### src/rtl/uart_pkg.sv
// rtl/uart_pkg.sv - shared UART state encoding, parity modes and sampling helper
package uart_pkg;

    typedef enum logic [2:0] {
        IDLE,
        START_BIT,
        DATA_BITS,
        PARITY_BIT,
        STOP_BIT
    } uart_state_t;

    localparam int PARITY_NONE = 0;
    localparam int PARITY_ODD  = 1;
    localparam int PARITY_EVEN = 2;

    function automatic logic majority3(input logic a, input logic b, input logic c);
        return (a & b) | (a & c) | (b & c);
    endfunction

endpackage

### src/rtl/uart_rx_sync.sv
// rtl/uart_rx_sync.sv - two-flop synchroniser with configurable reset value
module uart_rx_sync #(
    parameter logic RESET_VAL = 1'b1
) (
    input  logic clk,
    input  logic rst,
    input  logic din,
    output logic dout
);

    logic meta;

    // Two-stage capture of the asynchronous line; reset to the idle level.
    always_ff @(posedge clk) begin
        if (rst) begin
            meta <= RESET_VAL;
            dout <= RESET_VAL;
        end else begin
            meta <= din;
            dout <= meta;
        end
    end

endmodule

### src/rtl/uart_rx.sv
// rtl/uart_rx.sv - UART receiver with valid/ready output; UART_RX_MAJORITY_EN selects 3-sample majority voting
module uart_rx
    import uart_pkg::*;
#(
    parameter int CLKS_PER_BIT = 50_000_000 / 115_200,
    parameter int BITS_N       = 8,
    parameter int PARITY_TYPE  = PARITY_NONE
) (
    input  logic              clk,
    input  logic              rst,
    input  logic              uart_in,
    output logic [BITS_N-1:0] data_rx,
    output logic              valid,
    input  logic              ready,
    output logic              parity_err,
    output logic              frame_err,
    output logic              overrun
);

    localparam int CW   = $clog2(CLKS_PER_BIT + 1);
    localparam int BW   = (BITS_N > 1) ? $clog2(BITS_N) : 1;
    localparam int HALF = CLKS_PER_BIT / 2;
`ifdef UART_RX_MAJORITY_EN
    localparam int START_DEC = HALF + 1;
`else
    localparam int START_DEC = HALF - 1;
`endif
    localparam logic [CW-1:0] START_DEC_C = CW'(START_DEC);
    localparam logic [CW-1:0] BIT_DEC_C   = CW'(CLKS_PER_BIT - 1);
    localparam logic [BW-1:0] LAST_BIT    = BW'(BITS_N - 1);

    uart_state_t       state, state_n;
    logic [CW-1:0]     cnt, cnt_n;
    logic [BW-1:0]     bit_n, bit_n_n;
    logic [BITS_N-1:0] shreg, shreg_n;
    logic              perr, perr_n;
    logic              deliver;
    logic              stop_ferr;
    logic              rx_s;
    logic              samp;
    logic              exp_par;

    uart_rx_sync #(.RESET_VAL(1'b1)) u_sync (
        .clk  (clk),
        .rst  (rst),
        .din  (uart_in),
        .dout (rx_s)
    );

`ifdef UART_RX_MAJORITY_EN
    logic rx_d1, rx_d2;

    // History of the two previous synchronised samples for the majority vote.
    always_ff @(posedge clk) begin
        if (rst) begin
            rx_d1 <= 1'b1;
            rx_d2 <= 1'b1;
        end else begin
            rx_d1 <= rx_s;
            rx_d2 <= rx_d1;
        end
    end

    assign samp = majority3(rx_s, rx_d1, rx_d2);
`else
    assign samp = rx_s;
`endif

    assign exp_par = (PARITY_TYPE == PARITY_ODD) ? ~^shreg : ^shreg;

    // Frame sequencing: bit timing, data assembly, parity and stop checks.
    always_comb begin
        state_n   = state;
        cnt_n     = cnt + CW'(1);
        bit_n_n   = bit_n;
        shreg_n   = shreg;
        perr_n    = perr;
        deliver   = 1'b0;
        stop_ferr = 1'b0;
        case (state)
            IDLE: begin
                cnt_n = '0;
                if (!rx_s) begin
                    state_n = START_BIT;
                    perr_n  = 1'b0;
                end
            end
            START_BIT: begin
                if (cnt == START_DEC_C) begin
                    cnt_n   = '0;
                    bit_n_n = '0;
                    state_n = samp ? IDLE : DATA_BITS;
                end
            end
            DATA_BITS: begin
                if (cnt == BIT_DEC_C) begin
                    cnt_n   = '0;
                    shreg_n = {samp, shreg[BITS_N-1:1]};
                    if (bit_n == LAST_BIT) begin
                        state_n = (PARITY_TYPE != PARITY_NONE) ? PARITY_BIT : STOP_BIT;
                    end else begin
                        bit_n_n = bit_n + BW'(1);
                    end
                end
            end
            PARITY_BIT: begin
                if (cnt == BIT_DEC_C) begin
                    cnt_n   = '0;
                    perr_n  = (samp != exp_par);
                    state_n = STOP_BIT;
                end
            end
            STOP_BIT: begin
                if (cnt == BIT_DEC_C) begin
                    cnt_n     = '0;
                    stop_ferr = ~samp;
                    deliver   = 1'b1;
                    state_n   = IDLE;
                end
            end
            default: state_n = IDLE;
        endcase
    end

    // FSM, counter and shift register state.
    always_ff @(posedge clk) begin
        if (rst) begin
            state <= IDLE;
            cnt   <= '0;
            bit_n <= '0;
            shreg <= '0;
            perr  <= 1'b0;
        end else begin
            state <= state_n;
            cnt   <= cnt_n;
            bit_n <= bit_n_n;
            shreg <= shreg_n;
            perr  <= perr_n;
        end
    end

    // Output word register: load when free or being consumed, else flag overrun.
    always_ff @(posedge clk) begin
        if (rst) begin
            data_rx    <= '0;
            valid      <= 1'b0;
            parity_err <= 1'b0;
            frame_err  <= 1'b0;
            overrun    <= 1'b0;
        end else begin
            overrun <= 1'b0;
            if (deliver) begin
                if (!valid || ready) begin
                    data_rx    <= shreg;
                    parity_err <= perr;
                    frame_err  <= stop_ferr;
                    valid      <= 1'b1;
                end else begin
                    overrun <= 1'b1;
                end
            end else if (valid && ready) begin
                valid <= 1'b0;
            end
        end
    end

endmodule

### config.mk
export PLATFORM = sky130hd
export DESIGN_NAME = uart_rx
export DESIGN_NICKNAME = d
export VERILOG_FILES = /design/src/rtl/uart_pkg.sv /design/src/rtl/uart_rx_sync.sv /design/src/rtl/uart_rx.sv
export SDC_FILE = /design/constraint.sdc
export NUM_CORES = 1
export LEC_CHECK = 0
export BUFFER_PORTS_ARGS = -buffer_cell sky130_fd_sc_hd__buf_2
export CAP_MARGIN = 20
export CORE_UTILIZATION = 48
export CTS_CLUSTER_SIZE = 25
export DETAILED_ROUTE_END_ITERATION = 16
export PLACE_DENSITY = 0.67
export SETUP_SLACK_MARGIN = 0.1
export SLEW_MARGIN = 25
export SYNTH_ARGS = -nofsm -noshare
export SYNTH_HDL_FRONTEND = slang
export SYNTH_HIERARCHICAL = 1
export SYNTH_SLANG_ARGS = --single-unit
### constraint.sdc
create_clock -name clk -period 4.35 [get_ports clk]
set_input_delay 0.435 -clock clk [delete_from_list [all_inputs] [get_ports clk]]
set_output_delay 0.435 -clock clk [all_outputs]
set_load 0.01 [all_outputs]
## After elaboration in Yosys (flattened, before gate mapping)

Cells that the tools add are included.

| operators by class | value |
|---|---|
| $add $sub $neg | 2 |
| eq/ne operators | 16 |
| mux-type cells | 26 |
| bitwise gates (word level) | 2 |
| reduce and logical (&&, ||, !) cells | 16 |

Operator list:

| operator | count |
|---|---|
| 3-bit 2-to-1 mux | 9 |
| 9-bit one-hot mux with 3 select lines | 1 |
| 9-bit 2-to-1 mux | 2 |
| 3-bit one-hot mux with 5 select lines | 1 |
| 2-bit inequality test, second input constant | 7 |
| 1-bit 2-to-1 mux | 10 |
| 9-bit by 1-bit adder with 9-bit output, second input constant | 1 |
| 9-bit by 8-bit == test with 1-bit output, second input constant | 1 |
| 9-bit == test, second input constant | 1 |
| 8-bit parity | 1 |
| 3-bit by 2-bit == test with 1-bit output, second input constant | 2 |
| 3-bit == test, second input constant | 2 |
| 3-bit one-hot mux with 2 select lines | 1 |
| 2-bit AND reduction | 3 |
| 6-bit AND reduction | 1 |
| 2-bit nonzero test | 3 |
| 4-bit AND reduction | 1 |
| 3-bit by 1-bit adder with 3-bit output, second input constant | 1 |
| 3-bit by 1-bit == test with 1-bit output, second input constant | 1 |
| 3-bit logical NOT | 1 |
| 3-bit AND reduction | 1 |
| 3-bit OR reduction | 1 |
| 2-bit 2-to-1 mux | 1 |
| 2-bit by 1-bit inequality test with 1-bit output, second input constant | 1 |
| 7 further kinds | 8 |

| word-level totals | value |
|---|---|
| flip-flop bits (word level) | 38 |
| output and inout port bits | 12 |
| word-level logic and storage cells | 74 |

## Depth between registers and ports, before layout

Gate-level depths: netlist of the first run.

| logic depth | value |
|---|---|
| depth after elaboration | 5 |
| depth in mapped cells | 7 |
| depth with buffers taken out | 6 |

## By module

Netlist of the first run, hierarchy kept.

Modules (own cells, without submodules):

| module | instances | cells each | area each (um^2) |
|---|---|---|---|
| uart_rx | 1 | 176 | 1680.4 |
| uart_rx_sync | 1 | 4 | 52.6 |

## Worst setup path before layout of the first run

No wires, ideal clock.

| timing path | value |
|---|---|
| kind | register to register |
| start point | register cnt[0] |
| end point | register bit_n[1] |
| setup time | 0.071 ns |
| data arrival time | 1.792 ns |
| slack | 2.488 ns |
| cell stages (with the launch flop) | 7 |
| period minus slack after synthesis | 1.862 ns |
| cell sequence | dfxtp_1 -> inv_1 -> ha_1 -> or4b_1 -> o21ba_1 -> or4_1 -> a21oi_1 |

| on the way | value |
|---|---|
| word-level cells in the longest chain between the ends | 3 |
| elaborated cells between the ends (all ways) | 5 |
| those cells by class | 4 x eq/ne; 1 x reduce/logical |

Ends and longest elaborated chain:

| element | RTL line | RTL |
|---|---|---|
| start, declared | uart_rx.sv:33 | `logic [CW-1:0] cnt, cnt_n;` |
| start signal, assigned | uart_rx.sv:135 | `cnt <= cnt_n;` |
| 9-bit == test / 9-bit by 8-bit == test with 1-bit output (equally long branches) | uart_rx.sv:96, uart_rx.sv:89 |  |
| 2-bit inequality test (no line) | - |  |
| 4-bit AND reduction (no line) (*) | - |  |
| end signal, assigned | uart_rx.sv:136 | `bit_n <= bit_n_n;` |
| end, declared | uart_rx.sv:34 | `logic [BW-1:0] bit_n, bit_n_n;` |

Every way passes the cells marked *; elsewhere a longest branch is shown, timed or not.
A chain may end at the register's enable or synchronous reset.

## Worst setup path in the final report of the first run

| timing path | value |
|---|---|
| start point | register cnt[2] |
| end point | register bit_n[1] |

The elaborated chain is that of the path after synthesis.

==> out/results.txt, run 1 <==
Post-Layout Cell Count: 243
clock tree sinks: 38
Die Y: 62.1 um
Static Leak: 0.732 nW
dpl hpwl: 2.12 mm
Net count, final: 205
Worst Path Max Fanout: 7
CTS Hold Bufs: 0
Vias: 1290
# IOs: 16
Worst Path Required: 4.62 ns
Peak Freq: 484 MHz
Placer Congestion: 0.785
status: finished clean
Rel. slew slack: 0.543
final clock skew: 0.00872 ns
Final Hold Viols: 0
DR iter-0 viols: 36
met3 Usage GRT: 0.0683
H-tree levels: 2
final wirelength: 2.96 mm
Mapped Area: 1730 um2
fin crit share: 0.475
CTS tree: yes
Top Usage Layer GRT: met2
post-synthesis net count: 189
syn avg cell area: 9.63 um2
area of the multi-input gates: 933 um2
Filler Cells Inserted: 307
vias per cell: 5.31
# diodes: 0
Die Wd: 62.1 um
RSZ-0062 raised after global routing: false
Yosys reg bits: 38
Tot GR Track Use: 0.173
Area contributors post-synth: dfxtp_1, mux2i_1, nor2_1, xnor2_1, ha_1
cts bufs inserted: 5
fin crit period: 2.06 ns
Yosys Warn Count: 6
Initial Util: 0.511
IR drop worst, VDD: 0.000216 V
maximum clock path buffer count: 2
post-synth cell types: 39
first-pass GRT wire length: 4.78 mm
FF+latch area: 761 um2
initial antenna violation count: 0
top cell type's share of synthesized area: 0.439
dominant cell type by area after synthesis: dfxtp_1
Worst setup EP type: register
Finish-stage setup viols: 0
CP Launch Type: register
critical path class: register to register
Area growth syn-to-layout: 11.0%
# placed instances: 235
most used cell, CP: a21oi_1
met2 Use GR: 0.278
Hold Path Class: input pin to register
Routed WL per cell: 12.2 um
port bufs: 15
post-route ant nets: 0
MaxCap Viol Count: 0
largest net degree at the start of global routing: 35
Slew Viols, Final: 0
vias in the first global route: 1105
Worst path slowest cell: nor4b_1
FP Rows: 21
post-synthesis sequential area ratio: 0.439
setup TNS: 0 ns
pwr/cell area: 355 nW/um2
CTS clk-pin slew, worst paths: 0.10 ns
slowest cell delay on critical path: 0.63 ns
Clk Latency, worst-skew pair: 0.34 ns
Core ar.: 3390 um2
Post-CTS Setup Repair Bufs: 0
root buffer cell: clkbuf_4
Congestion Overflow GR: 0
first-pass detailed-route iteration total: 4
grt met1 use: 0.208
Die Area: 3850 um2
layout cell share with drive strength beyond 1: 0.142
CP arrival: 2.34 ns
Cells after Synth: 180
post-CTS sizing: 0
worst-margin pin slew: 0.676 ns
cells along the critical path: nor4b_1 > a21oi_1 > or4_1 > a21oi_1
Post-route DRC: 0
## through the flow
step                      instance area (um2)  hold WS, ns   util  worst slack [ns]  total power, mW
after global routing                     1920        0.253  0.568              2.12            0.722
after CTS                                1920        0.255  0.568              2.29            0.694
after floorplan                          1730        0.385      -              2.49            0.442
final                                    1920        0.267  0.568              2.29            0.683
after global placement                   1850        0.394  0.546              2.37            0.456
after detailed placement                 1850        0.401  0.546              2.30            0.459
## layout by cell type, fill, tap and decap left out, types with 2 or more instances in the layout
| cell type | count |
|---|---|
| mux2i_1 | 20 |
| nor2_1 | 33 |
| buf_2 | 15 |
| a21oi_1 | 5 |
| clkbuf_4 | 5 |
| or4b_1 | 2 |
| nand2_1 | 4 |
| nand3_1 | 5 |
| o21ai_0 | 3 |
| or4_1 | 3 |
| nand4_1 | 4 |
| xnor2_1 | 9 |
| nor3_1 | 4 |
| or2_1 | 2 |
| xor2_1 | 4 |
| o31ai_1 | 3 |
| inv_1 | 4 |
| clkbuf_1 | 2 |
| or3b_2 | 3 |
| ha_1 | 5 |
| nand2b_1 | 3 |
| dfxtp_1 | 38 |
## Yosys cell counts (all sizes together)
| library cell | count |
|---|---|
| a21o | 1 |
| a21oi | 5 |
| a22o | 1 |
| a41o | 1 |
| a41oi | 1 |
| and4 | 1 |
| buf | 1 |
| clkbuf | 6 |
| dfxtp | 38 |
| ha | 5 |
| inv | 4 |
| mux2 | 1 |
| mux2i | 20 |
| nand2 | 4 |
| nand2b | 3 |
| nand3 | 5 |
| nand3b | 1 |
| nand4 | 4 |
| nor2 | 33 |
| nor2b | 1 |
| nor3 | 5 |
| nor4b | 2 |
| o211ai | 1 |
| o21a | 1 |
| o21ai | 3 |
| o21ba | 1 |
| o21bai | 1 |
| o22ai | 1 |
| o31ai | 3 |
| or2 | 2 |
| or3 | 1 |
| or3b | 4 |
| or4 | 3 |
| or4b | 2 |
| xnor2 | 9 |
| xnor3 | 1 |
| xor2 | 4 |
## where the power goes
| group | switching, mW | internal, mW |
|---|---|---|
| registers | 0.0126 | 0.356 |
| clock network | 0.111 | 0.122 |
| logic | 0.0483 | 0.0340 |
| total | 0.172 | 0.512 |
## metal layers
metal / vias to the layer above / routed length, um
met5: - / 0
met2: 17 / 1440
met1: 603 / 1360
met4: 0 / 44
li1: 663 / -
met3: 7 / 110
## cell type report
cell class,count,area share
Clock buffer,7,0.0234
Clock inverter,1,0.0156
Inverter,4,0.00780
Multi-Input combinational cell,131,0.485
Sequential cell,38,0.395
Tap cell,46,0.0299
Timing Repair Buffer,16,0.0429
## worst paths after layout
kind                     startpoint                      to  slack [ns]  cells past startpoint
max               cnt[2]$_SDFF_PP0_   bit_n[1]$_SDFFE_PP0P_        2.29                      4
min                         uart_in  u_sync/meta$_SDFF_PP1_        0.27                      2
max reg2reg       cnt[2]$_SDFF_PP0_   bit_n[1]$_SDFFE_PP0P_        2.29                      4
min reg2reg  u_sync/meta$_SDFF_PP1_  u_sync/dout$_SDFF_PP1_        0.42                      1
## flip-flops by register name (all words and copies together), names as in the netlist
register     cells
cnt              9
data_rx          8
shreg            8
bit_n            3
state            3
frame_err        1
overrun          1
parity_err       1
perr             1
u_sync/dout      1
u_sync/meta      1
valid            1
## cell families (layout without fill, tap and decap cells)
family | Yosys count | after routing | share of synthesized area
simple gates | 71 | 71 | 0.220
flops | 38 | 38 | 0.439
mux | 21 | 21 | 0.122
compound gates | 20 | 20 | 0.0787
xor+xnor | 14 | 14 | 0.0787
buf+inv | 11 | 28 | 0.0260
fa+ha+maj | 5 | 5 | 0.0361
## critical path: cells and delay by family, from the launching register on
family / cells / cell delay (ns)
simple gates: 2 / 1.18
flops: 1 / 0.38
compound gates: 2 / 0.44
Power figures use the tool's default switching activity.
==> run 2, diff against run 1 <==
ABC_AREA = 1   (was default)
PLACE_DENSITY = 0.69   (was 0.67)
clock period = 1.7 ns   (was 4.35 ns; I/O delays follow)
==> out/results.txt, run 2 <==
initial antenna violation count: 0
Area growth syn-to-layout: 23.9%
first-pass GRT wire length: 6.04 mm
DP Worst Slack: 0.0665 ns
status: finished clean
vias per cell: 4.98
Mapped Area: 1810 um2
fin crit share: 0.969
MaxCap Viol Count: 0
Hold Slack: 0.0508 ns
final setup margin: 0.0521 ns
maximum clock path buffer count: 2
worst-margin pin slew: 0.491 ns
register share of total power: 0.450
cells along the critical path: inv_2 > ha_4 > nand2_2 > nor3_2 > nand2_2 > buf_4 > nand2_2 > nand2_4 > nor2_4 > buf_6 > nor3_1
largest net degree at the start of global routing: 17
Net count, final: 288
P_int: 1.48 mW
Finish-stage setup viols: 0
Die Y: 63.5 um
Placer Congestion: 0.784
Routed WL per cell: 11.4 um
utilization after layout: 0.648
pwr/cell area: 982 nW/um2
post-synthesis sequential area ratio: 0.420
syn avg cell area: 7.28 um2
Post-synth EDFFs: 0
Clk network pwr share: 0.283
Die Area: 4030 um2
CTS clk-pin slew, worst paths: 0.07 ns
Comb pwr share: 0.266
post-route ant nets: 0
Worst Path Required: 1.88 ns
Core ar.: 3470 um2
final clock skew: 0.00452 ns
commonest non-fill, non-tap cell in the layout: nand2_1
critical path class: register to register
vias in the first global route: 1400
Static Leak: 0.964 nW
Main synth FF type: dfxtp_1
Congestion Overflow GR: 0
Top delay family on crit path: simple AND/OR/NAND/NOR gates
clock tree sinks: 38
dpl hpwl: 2.43 mm
layout cell share with drive strength beyond 1: 0.264
# IOs: 16
dominant cell type by area after synthesis: dfxtp_1
switching part of the total power: 0.329
Largest register FFs: 9
fin crit period: 1.65 ns
post-synthesis net count: 258
CP arrival: 1.82 ns
Final Hold Viols: 0
Reg with most FFs: cnt
commonest cells after routing, fill and taps aside: nand2_1, dfxtp_1, inv_1
# diodes: 0
DR iter-0 viols: 71
Cells after Synth: 249
asr flop ratio synth: 0
final wirelength: 3.73 mm
Post-route DRC: 0
CP Launch Type: register
Worst setup EP type: register
top cell type's share of synthesized area: 0.420
Vias: 1622
Tot GR Track Use: 0.192
CTS tree: yes
first-pass detailed-route iteration total: 4
Area contributors post-synth: dfxtp_1, nand2_1, inv_1, a21oi_1, nand3_1
most common cell in the netlist: nand2_1
root buffer cell: clkbuf_8
FP Rows: 21
Worst Path Max Fanout: 4
Slew Viols, Final: 0
most used cell, CP: nand2_2
Yosys Warn Count: 6
Die Wd: 63.5 um
Top Registers: cnt: 9 flops, data_rx: 8 flops, shreg: 8 flops
post-synth cell types: 28
Worst path slowest cell: dfxtp_2
Yosys reg bits: 38
slowest cell delay on critical path: 0.33 ns
Bufs and invs on worst path: 3
Sw Pwr: 0.726 mW
cts bufs inserted: 5
Post-synth top cells: nand2_1, dfxtp_1, inv_1
IR drop worst, VDD: 0.000736 V
RSZ-0062 raised after global routing: true
Clk Latency, worst-skew pair: 0.29 ns
Initial Util: 0.523
Rel. slew slack: 0.672
port bufs: 15
Peak Freq: 607 MHz
Hold Path Class: input pin to register
H-tree levels: 2
==> run 2: cell types whose count changed in the layout (fill, tap and decap cells not counted), sizes merged, moves of 9 or more <==
cell   previous run  this run
mux2i            20         0
buf              16        30
a21oi             5        25
inv               4        34
nor2             33        18
o21ai             3        12
nand3             5        19
nand2             4        69
==> run 2: power by group through the flow <==
stage / combinational (mW) / clock, mW / sequential [mW]
finish: 0.588 / 0.625 / 0.993
global route: 0.647 / 0.679 / 1.00
CTS: 0.425 / 0.636 / 0.977
detailed placement: 0.419 / 0 / 0.997
global placement: 0.414 / 0 / 0.997
floorplan: 0.342 / 0 / 0.987
==> run 2: path summary, 6_finish.rpt <==
check	from	endpoint	slack, ns	cells past startpoint
worst min register to register	u_sync/meta$_SDFF_PP1_	u_sync/dout$_SDFF_PP1_	0.43	2
worst max-delay path	cnt[1]$_SDFF_PP0_	cnt[7]$_SDFF_PP0_	0.05	11
worst min-delay path	uart_in	u_sync/meta$_SDFF_PP1_	0.05	3
worst max register to register	cnt[1]$_SDFF_PP0_	cnt[7]$_SDFF_PP0_	0.05	11
==> run 2: layer usage <==
metal	part of all wire	routed length, um	track usage	vias to the layer above
li1	-	-	-	855
met1	0.50	1870	0.254	737
met2	0.45	1680	0.287	25
met3	0.034	126	0.0489	5
met4	0.014	51	0.0938	0
met5	0	0	0	-
==> run 2: cells by family (layout without fill, tap and decap cells) <==
logic type      Yosys count  in the layout  synth area share
compound gates           37             37             0.110
fa+ha+maj                 5              5            0.0345
simple gates            123            123             0.318
xor+xnor                  5              5            0.0242
flops                    38             38             0.420
buf+inv                  41             72            0.0932
==> run 2: layout make-up <==
class	instances	area [um2]
Clock inverter	1	5.00
Tap cell	46	57.6
Timing Repair Buffer	30	226
Multi-Input combinational cell	170	977
Sequential cell	38	763
Inverter	34	130
Clock buffer	7	86.3
Fill cell	317	1220
==> run 2: repair_timing <==
item / CTS / global route
endpoints found under the setup margin: 6 / 34
hold buffers: 0 / 0
buffers inserted: 0 / 9
pin swaps: 1 / 9
resized for setup: 2 / 36
endpoints found under the hold margin: 0 / 0
gates cloned: 0 / 0
==> run 2: through the flow <==
step / total power [mW] / std cells / cell area (um2) / setup TNS, ns
finish: 2.21 / 326 / 2250 / 0
global placement: 1.41 / 309 / 1960 / 0
CTS: 2.04 / 317 / 2060 / 0
floorplan: 1.33 / 249 / 1810 / 0
global route: 2.33 / 326 / 2250 / -0.495
detailed placement: 1.42 / 309 / 1960 / 0
==> run 2: worst register-to-register path: cells and delay by family (launching register included) <==
family        cells  cell delay [ns]
simple gates      7             0.71
buf+inv           3             0.36
flops             1             0.33
fa+ha+maj         1             0.12
==> run 3, diff against run 2 <==
SYNTH_HIERARCHICAL = default   (was 1)
==> out/results.txt, run 3 <==
P_int: 1.41 mW
Worst setup EP type: register
Main synth FF type: dfxtp_1
layout cell share with drive strength beyond 1: 0.180
IR drop worst, VDD: 0.000535 V
critical path class: register to register
CTS Hold Bufs: 0
most common cell in the netlist: nand2_1
Slew Viols, Final: 0
vias per cell: 4.84
Peak Freq: 677 MHz
initial antenna violation count: 0
switching part of the total power: 0.313
fin crit share: 0.869
Largest register FFs: 9
Worst Path Max Fanout: 6
Initial Util: 0.497
Yosys Warn Count: 0
Clk network pwr share: 0.275
post-CTS sizing: 0
dominant cell type by area after synthesis: dfxtp_1
register-to-register setup slack: 0.22 ns
Final Hold Viols: 0
Routed WL per cell: 10.3 um
cells along the critical path: inv_1 > ha_2 > nand4_4 > nor2_8 > inv_2 > o21ai_0 > o211ai_1 > nand2_1 > nor2_1
CP Launch Type: register
Sw Pwr: 0.642 mW
first-pass detailed-route iteration total: 4
total power draw: 2.05 mW
# diodes: 0
Die Wd: 63.6 um
Mapped Area: 1820 um2
asr flop ratio synth: 0
slowest cell delay on critical path: 0.33 ns
Finish-stage setup viols: 0
Yosys reg bits: 38
Rel. slew slack: 0.775
Clk Latency, worst-skew pair: 0.28 ns
FP Rows: 22
Top Registers: cnt: 9 flops, data_rx: 8 flops, shreg: 8 flops
cts bufs inserted: 5
Area contributors post-synth: dfxtp_1, nand2_1, inv_1, a21oi_1, nor2_1
vias in the first global route: 1283
pwr/cell area: 1010 nW/um2
CTS tree: yes
status: finished clean
Congestion Overflow GR: 0
RSZ-0062 raised after global routing: true
root buffer cell: clkbuf_8
post-route ant nets: 0
first-pass GRT wire length: 5.42 mm
Comb pwr share: 0.228
Core ar.: 3660 um2
fin crit period: 1.48 ns
Bufs and invs on worst path: 2
syn avg cell area: 7.37 um2
Vias: 1519
MaxCap Viol Count: 0
Area growth syn-to-layout: 11.5%
Tot GR Track Use: 0.173
Worst path slowest cell: dfxtp_1
Net count, final: 275
CP arrival: 1.65 ns
clock tree sinks: 38
Post-synth EDFFs: 0
Die Area: 4040 um2
post-synthesis sequential area ratio: 0.418
Post-CTS Setup Repair Bufs: 0
DR iter-0 viols: 77
top cell type's share of synthesized area: 0.418
largest net degree at the start of global routing: 20
worst-margin pin slew: 0.336 ns
Static Leak: 0.893 nW
CTS clk-pin slew, worst paths: 0.06 ns
setup TNS: 0 ns
register share of total power: 0.497
commonest non-fill, non-tap cell in the layout: nand2_1
# IOs: 16
Post-route DRC: 0
final wirelength: 3.24 mm
maximum clock path buffer count: 2
Cells after Synth: 247
Placer Congestion: 0.868
Post-synth top cells: nand2_1, dfxtp_1, inv_1
Reg with most FFs: cnt
dpl hpwl: 2.29 mm
Hold Path Class: input pin to register
post-synthesis net count: 256
commonest cells after routing, fill and taps aside: nand2_1, dfxtp_1, inv_1
final clock skew: 0.00251 ns
Top delay family on crit path: simple AND/OR/NAND/NOR gates
H-tree levels: 2
port bufs: 15
post-synth cell types: 28
Worst Path Required: 1.88 ns
Die Y: 63.6 um
## run 3: area by class of cell
type | instances | area (um2)
fillers | 357 | 1630
multi-input cells | 169 | 910
flip-flops and latches | 38 | 763
well taps | 48 | 60.1
clock buffers | 7 | 76.3
repair buffers | 16 | 82.6
inverters | 36 | 139
## run 3: final timing paths
path / endpoint / from / depth (start not counted)
max: cnt[1]$_SDFF_PP0_ / cnt[1]$_SDFF_PP0_ / 9
min: u_sync.meta$_SDFF_PP1_ / uart_in / 2
max reg2reg: cnt[1]$_SDFF_PP0_ / cnt[1]$_SDFF_PP0_ / 9
min reg2reg: u_sync.dout$_SDFF_PP1_ / u_sync.meta$_SDFF_PP1_ / 1
## run 3: routing by layer
| metal | global-route usage | vias to the layer above | wire length (um) |
|---|---|---|---|
| met5 | 0 | - | 0 |
| li1 | - | 823 | - |
| met2 | 0.249 | 31 | 1420 |
| met4 | 0.0966 | 0 | 72 |
| met3 | 0.0435 | 7 | 159 |
| met1 | 0.232 | 658 | 1590 |
## run 3: through the flow
| step | hold slack, ns | util | instance area, um2 | cells | worst slack, ns |
|---|---|---|---|---|---|
| detailed placement | 0.355 | 0.529 | 1940 | 306 | 0.179 |
| finish | 0.0652 | 0.555 | 2030 | 314 | 0.223 |
| floorplan | 0.274 | - | 1820 | 247 | 0.305 |
| CTS | 0.0567 | 0.550 | 2010 | 313 | 0.162 |
| global placement | 0.355 | 0.529 | 1940 | 306 | 0.201 |
| global route | 0.0503 | 0.555 | 2030 | 314 | 0.0935 |
## run 3: kinds of logic after synthesis
kind of cell	Yosys count	synth area share
fa+ha+maj	5	0.0344
xor+xnor	7	0.0337
simple gates	110	0.291
buf+inv	41	0.0907
flops	38	0.418
compound gates	46	0.133
## run 3: power groups by stage
stage	clock network, mW	registers [mW]	logic (mW)
final	0.564	1.02	0.467
after global routing	0.616	1.02	0.549
after CTS	0.579	1.01	0.455
after detailed placement	0	1.03	0.454
after global placement	0	1.03	0.448
after floorplan	0	1.02	0.380
